## config.mk

```make
export PLATFORM = sky130hd
export DESIGN_NAME = tt_codelock
export DESIGN_NICKNAME = d
export VERILOG_FILES = /design/src/rtl/tt_codelock_pkg.sv /design/src/rtl/tt_sync_edge.sv /design/src/rtl/tt_codelock.sv
export SDC_FILE = /design/constraint.sdc
export NUM_CORES = 1
export LEC_CHECK = 0
export CAP_MARGIN = 20
export CORE_UTILIZATION = 51
export CTS_CLUSTER_SIZE = 16
export DETAILED_ROUTE_END_ITERATION = 12
export GPL_TIMING_DRIVEN = 0
export PLACE_DENSITY_LB_ADDON = 0.25
export SETUP_SLACK_MARGIN = 0.4
export SYNTH_ARGS = -nofsm -noshare
export SYNTH_HDL_FRONTEND = slang
export SYNTH_SLANG_ARGS = --single-unit
```

## constraint.sdc

```tcl
create_clock -name clk -period 1.9 [get_ports clk]
set_clock_uncertainty 0.05 [all_clocks]
set_input_delay 0.38 -clock clk [delete_from_list [all_inputs] [get_ports clk]]
set_output_delay 0.38 -clock clk [all_outputs]
set_load 0.02 [all_outputs]
```

## src/rtl/tt_codelock_pkg.sv

```systemverilog
// Shared types and key decoding for the keypad code-lock controller.
package tt_codelock_pkg;

    typedef enum logic [1:0] {
        ENTRY   = 2'd0,
        CHECK   = 2'd1,
        OPEN    = 2'd2,
        LOCKOUT = 2'd3
    } state_t;

    localparam logic [3:0] KEY_CLEAR = 4'hC;
    localparam logic [3:0] KEY_ENTER = 4'hE;

    function automatic logic is_digit(input logic [3:0] key);
        return (key <= 4'd9);
    endfunction

endpackage

```

## src/rtl/tt_sync_edge.sv

```systemverilog
// Two-flop synchroniser for an asynchronous strobe, followed by a rising-edge pulse.
module tt_sync_edge #(
    parameter logic RESET_VAL = 1'b1
) (
    input  logic clk,
    input  logic rst_n,
    input  logic async_in,
    output logic pulse
);

    logic sync1_r;
    logic sync2_r;
    logic prev_r;

    // Synchroniser chain plus delayed copy used for edge detection.
    always_ff @(posedge clk or negedge rst_n) begin
        if (!rst_n) begin
            sync1_r <= RESET_VAL;
            sync2_r <= RESET_VAL;
            prev_r  <= RESET_VAL;
        end else begin
            sync1_r <= async_in;
            sync2_r <= sync1_r;
            prev_r  <= sync2_r;
        end
    end

    assign pulse = sync2_r & ~prev_r;

endmodule

```

## src/rtl/tt_codelock.sv

```systemverilog
// Keypad code-lock: collects digits from an asynchronous key strobe, checks
// the entry on Enter, and drives an unlock window or a timed lockout.
module tt_codelock
    import tt_codelock_pkg::*;
#(
    parameter int                  DIGITS         = 4,
    parameter logic [DIGITS*4-1:0] CODE           = 16'h1234,
    parameter int                  UNLOCK_CYCLES  = 16,
    parameter int                  LOCKOUT_CYCLES = 64,
    parameter int                  MAX_FAILS      = 3
) (
    input  logic                         clk,
    input  logic                         rst_n,
    input  logic                         sample,
    input  logic [3:0]                   samplednum,
    output logic                         unlocked,
    output logic                         lockout,
    output logic                         err,
    output logic [$clog2(DIGITS+1)-1:0]  digit_count
);

    localparam int BW   = DIGITS * 4;
    localparam int CW   = $clog2(DIGITS + 1);
    localparam int TMAX = (UNLOCK_CYCLES > LOCKOUT_CYCLES) ? UNLOCK_CYCLES : LOCKOUT_CYCLES;
    localparam int TW   = (TMAX > 2) ? $clog2(TMAX) : 1;
    localparam int FW   = (MAX_FAILS > 1) ? $clog2(MAX_FAILS + 1) : 1;

    localparam logic [CW-1:0] FULL_COUNT   = CW'(DIGITS);
    localparam logic [CW-1:0] COUNT_ONE    = CW'(1);
    localparam logic [TW-1:0] TIMER_ONE    = TW'(1);
    localparam logic [TW-1:0] UNLOCK_LOAD  = TW'(UNLOCK_CYCLES - 1);
    localparam logic [TW-1:0] LOCKOUT_LOAD = TW'(LOCKOUT_CYCLES - 1);
    localparam logic [FW-1:0] FAIL_ONE     = FW'(1);
    localparam logic [FW-1:0] FAIL_LAST    = FW'(MAX_FAILS - 1);

    state_t          state_r;
    logic [BW-1:0]   buf_r;
    logic [CW-1:0]   count_r;
    logic [FW-1:0]   fail_r;
    logic [TW-1:0]   timer_r;
    logic            unlocked_r;
    logic            lockout_r;
    logic            err_r;
    logic            accept_s;

    tt_sync_edge #(
        .RESET_VAL (1'b1)
    ) u_sample_sync (
        .clk      (clk),
        .rst_n    (rst_n),
        .async_in (sample),
        .pulse    (accept_s)
    );

    // Main controller: entry buffer, code check, unlock window and lockout timer.
    always_ff @(posedge clk or negedge rst_n) begin
        if (!rst_n) begin
            state_r    <= ENTRY;
            buf_r      <= '0;
            count_r    <= '0;
            fail_r     <= '0;
            timer_r    <= '0;
            unlocked_r <= 1'b0;
            lockout_r  <= 1'b0;
            err_r      <= 1'b0;
        end else begin
            err_r <= 1'b0;
            case (state_r)
                ENTRY: begin
                    if (accept_s) begin
                        if (is_digit(samplednum)) begin
                            if (count_r < FULL_COUNT) begin
                                buf_r   <= {buf_r[BW-5:0], samplednum};
                                count_r <= count_r + COUNT_ONE;
                            end else begin
                                err_r <= 1'b1;
                            end
                        end else if (samplednum == KEY_CLEAR) begin
                            buf_r   <= '0;
                            count_r <= '0;
                        end else if (samplednum == KEY_ENTER) begin
                            if (count_r == FULL_COUNT) begin
                                state_r <= CHECK;
                            end else begin
                                err_r   <= 1'b1;
                                buf_r   <= '0;
                                count_r <= '0;
                            end
                        end else begin
                            state_r <= ENTRY;
                        end
                    end else begin
                        state_r <= ENTRY;
                    end
                end

                // Single-cycle evaluation; any key accepted here is dropped.
                CHECK: begin
                    buf_r   <= '0;
                    count_r <= '0;
                    if (buf_r == CODE) begin
                        state_r    <= OPEN;
                        fail_r     <= '0;
                        timer_r    <= UNLOCK_LOAD;
                        unlocked_r <= 1'b1;
                    end else if (fail_r == FAIL_LAST) begin
                        state_r   <= LOCKOUT;
                        fail_r    <= '0;
                        timer_r   <= LOCKOUT_LOAD;
                        lockout_r <= 1'b1;
                    end else begin
                        state_r <= ENTRY;
                        fail_r  <= fail_r + FAIL_ONE;
                        err_r   <= 1'b1;
                    end
                end

                OPEN: begin
                    if ((accept_s && (samplednum == KEY_CLEAR)) || (timer_r == '0)) begin
                        state_r    <= ENTRY;
                        timer_r    <= '0;
                        unlocked_r <= 1'b0;
                    end else begin
                        timer_r <= timer_r - TIMER_ONE;
                    end
                end

                LOCKOUT: begin
                    if (timer_r == '0) begin
                        state_r   <= ENTRY;
                        lockout_r <= 1'b0;
                    end else begin
                        timer_r <= timer_r - TIMER_ONE;
                    end
                end

                default: begin
                    state_r    <= ENTRY;
                    buf_r      <= '0;
                    count_r    <= '0;
                    timer_r    <= '0;
                    unlocked_r <= 1'b0;
                    lockout_r  <= 1'b0;
                end
            endcase
        end
    end

    assign unlocked    = unlocked_r;
    assign lockout     = lockout_r;
    assign err         = err_r;
    assign digit_count = count_r;

endmodule

```

==> impl_metrics.csv <==
group,metric,value,unit
detailed_routing,vias_per_cell,5.79,
clock_network,clock_latency,0.35,ns
synthesis,yosysSeqAreaShare,51.4,%
critical_path,cp_cell_sequence,"or3_4 -> nor3b_4 -> a21oi_4 -> nor2_4 -> mux2_4",
run,drv_cap,0,
hold_path,hp-class,"primary input to asynchronous set/reset pin",
clock_network,htree_levels,2,
clock_network,numCtsBuffers,5,
finish,drive_above_1_share,47.0,%
die,die_h,59.9,um
sta,final.setup.worst_slack,0.0450,ns
global_route,grtUsageTotal,24.0,%
synthesis,synthFlopType,"dfrtp_1",
sta,rsz0062_at_grt,"true",
detailed_routing,vias,1402,
synthesis,syn_inst,146,
critical_path,cpPeakStageDelay,0.40,ns
pwr,netSwitchingFraction,24.4,%
synthesis,synth_nets,157,
pwr,finalPower,1.30,mW
die,start_util,54.7,%
synthesis,synth_top_area_share,46.8,%
synthesis,ys_types,38,
die,fp.dieW,59.9,um
critical_path,path_max_fanout,4,
pwr,cellPowerDensity,552,nW/um^2
clock_network,cts.sinks,35,
critical_path,critPathArrivalTime,2.05,ns
pwr,power_frac_clock,34.5,%
detailed_routing,first_iter_violations,85,
detailed_routing,routed_wl,4.35,mm
global_route,antenna_found_initial,0,
critical_path,r2r-start,"timer_r[2]",
synthesis,synthArstFlopShare,100,%
synthesis,synth_area,1710,um^2
global_route,grt_max_degree,36,
die,die_area,3590,um^2
critical_path,critical-path-slowest-cell,"dfrtp_1",
place,pre_cts_ws,-0.388,ns
die,core_area,3130,um^2
sta,drv_slew,0,
place,hpwl,2.08,mm
detailed_routing,drc_errors,0,
place,finalWeightedCongestion,0.813,
clock_network,cts_hold_repair.buffers,0,
sta,finalCritPeriodShare,97.6,%
detailed_routing,wl_per_cell,18.0,um
sta,final_hold_viol_count,0,
clock_network,clkTransAtPathRegs,0.11,ns
critical_path,worstSetupPathType,"flop to flop",
detailed_routing,drtAntennaViolNets,0,
detailed_routing,drtPass1Iterations,4,
pwr,power_switching,0.317,mW
pwr,p_int,0.981,mW
sta,worstMarginPinSlew,0.758,ns
critical_path,cp.required,2.09,ns
finish,synthToLayoutAreaGrowth,37.4,%
synthesis,ys_seq_elements,35,
clock_network,clockBufferDepth,2,
pwr,irDropWorstVdd,0.687,mV
critical_path,cp-startpoint,"timer_r[2]",
sta,fin_crit,1.85,ns
global_route,grt_pass1_vias,1296,
pwr,leakage,1.08,nW
pwr,pwr-share-seq,58.9,%
synthesis,synth_edf_count,0,
critical_path,start_kind,"flop",
finish,num_antenna_cells,0,
sta,setup_violations,0,
synthesis,synth_warnings,0,
global_route,grt_overflow,0,
die,core.rowCount,20,
synthesis,avgSynthCellArea,11.7,um^2
pwr,power_frac_comb,6.5,%
finish,final_nets,208,
synthesis,synth_area_leaders,"dfrtp_1 47%, a22o_1 9.2%, dfstp_2 4.6%",
place,port_buffers,12,
sta,fmax,0.539,GHz
synthesis,synth_area_leader_cell,"dfrtp_1",
die,ios,13,
outcome,outcome,"complete, no violations",
global_route,grt_pass1_wl,6.27,mm
critical_path,end_kind,"flop",
clock_network,clockRootBuffer,"clkbuf_4",
sta,relSlewSlack,49.5,%
clock_network,cts_tree,"built",
## power groups by stage
stage | sequential (mW) | clock (mW) | combinational, mW
finish | 0.765 | 0.448 | 0.0848
floorplan | 0.780 | 0 | 0.0212
global placement | 0.781 | 0 | 0.0585
CTS | 0.766 | 0.443 | 0.0733
global route | 0.766 | 0.478 | 0.0907
detailed placement | 0.781 | 0 | 0.0582
## cell families (layout without fill, tap and decap cells)
family	count (synthesis)	after routing	synth area share, %
fa+ha+maj	4	4	2.92
xor+xnor	4	4	2.05
flops	35	35	51.4
buf+inv	9	61	3.51
compound gates	46	46	20.5
mux	3	3	1.97
simple gates	45	45	17.7
## worst paths after layout
check | to | slack (ns) | depth (start not counted)
max | timer_r[4] | 0.05 | 5
min | timer_r[5] | 0.04 | 1
max reg2reg | timer_r[4] | 0.05 | 5
min reg2reg | u_sample_sync.sync2_r | 0.32 | 0
max in group asynchronous | digit_count[0] | 1.24 | 1
min in group clk | u_sample_sync.sync2_r | 0.32 | 0
## layout by cell type, fill, tap and decap left out, types with 2 or more instances in the layout
master            n
ha_1              3
clkbuf_2          2
a21oi_4           3
dfstp_2           3
buf_2             2
dlygate4sd2_1     2
xnor2_1           3
nor2_4            2
nand2_2           2
buf_4            24
o21ai_0           3
dfrtp_2           3
nand2b_1          2
a21oi_1           2
o22ai_2           3
clkdlybuf4s50_1   2
nor2b_1           2
a22o_1           18
dlymetal6s2s_1    2
or3_4             2
and2_1            2
inv_1             3
o31ai_1           3
and4bb_2          3
buf_6            13
nor2_1            4
o21ai_2           2
nor3b_4           2
clkbuf_4          5
nor3_1            3
o21ai_1           5
inv_2             2
dfrtp_1          29
nand2_1          11
mux2_4            3
## sequential cells by signal, summed over array words and instances (netlist names)
signal	flops
fail_r	2
lockout	1
digit_count	3
unlocked	1
buf_r	16
u_sample_sync.sync1_r	1
u_sample_sync.sync2_r	1
u_sample_sync.prev_r	1
timer_r	6
state_r	2
err	1
## Yosys cell counts (2+ instances only)
cell and count:
inv_1 5, a22o_1 18, o21ai_0 10, o22ai_1 3, xnor2_1 3, o31ai_1 4, a21oi_2 3, nor2_1 6
dfstp_2 3, dfrtp_1 32, a21oi_1 2, and2_1 2, nor2b_1 3, buf_4 3, and4bb_2 3, nor3_1 4
nand2_1 14, mux2_2 3, ha_1 4, nor3b_4 2, nand2b_1 2
## routing by layer
| layer | up-vias | track usage [%] | share of wire, % |
|---|---|---|---|
| met4 | 0 | 8.31 | 1.4 |
| li1 | 641 | - | - |
| met2 | 72 | 34.0 | 48 |
| met1 | 680 | 34.5 | 44 |
| met3 | 9 | 7.79 | 7.0 |
| met5 | - | 0 | 0 |
## critical path: cells and delay by family (launching register included)
family / cells / cell delay [ns]
multiplexers: 1 / 0.31
flip-flops: 1 / 0.40
AND/OR/NAND/NOR: 3 / 0.85
AO/OA/AOI/OAI: 1 / 0.14
## timing repair
| item | in CTS | in global routing |
|---|---|---|
| setup buffers | 24 | 6 |
| cloned | 2 | 0 |
| pin swaps | 25 | 11 |
| setup endpoints to repair | 35 | 37 |
| gates resized for setup | 43 | 28 |
## through the flow
stage	hold slack [ns]	TNS (ns)	instances	utilization [%]	instance area, um^2
after global placement	0.299	-14.65	202	60.9	1910
final	0.0397	0	242	75.2	2350
after global routing	0.0889	-0.0534	242	75.2	2350
after detailed placement	0.297	-6.52	202	60.8	1900
after floorplan	0.0344	0	146	-	1730
after CTS	0.0648	0	236	71.8	2250
## layout make-up
class	instances	area [um^2]
plain buffers	4	48.8
repair buffers	44	379
inverters	5	18.8
clock buffers	7	55.1
clock inverters	1	8.76
fillers	188	777
multi-input cells	102	902
flip-flops and latches	35	883
well taps	44	55.1
No activity file was read; power rests on OpenSTA's default activity.
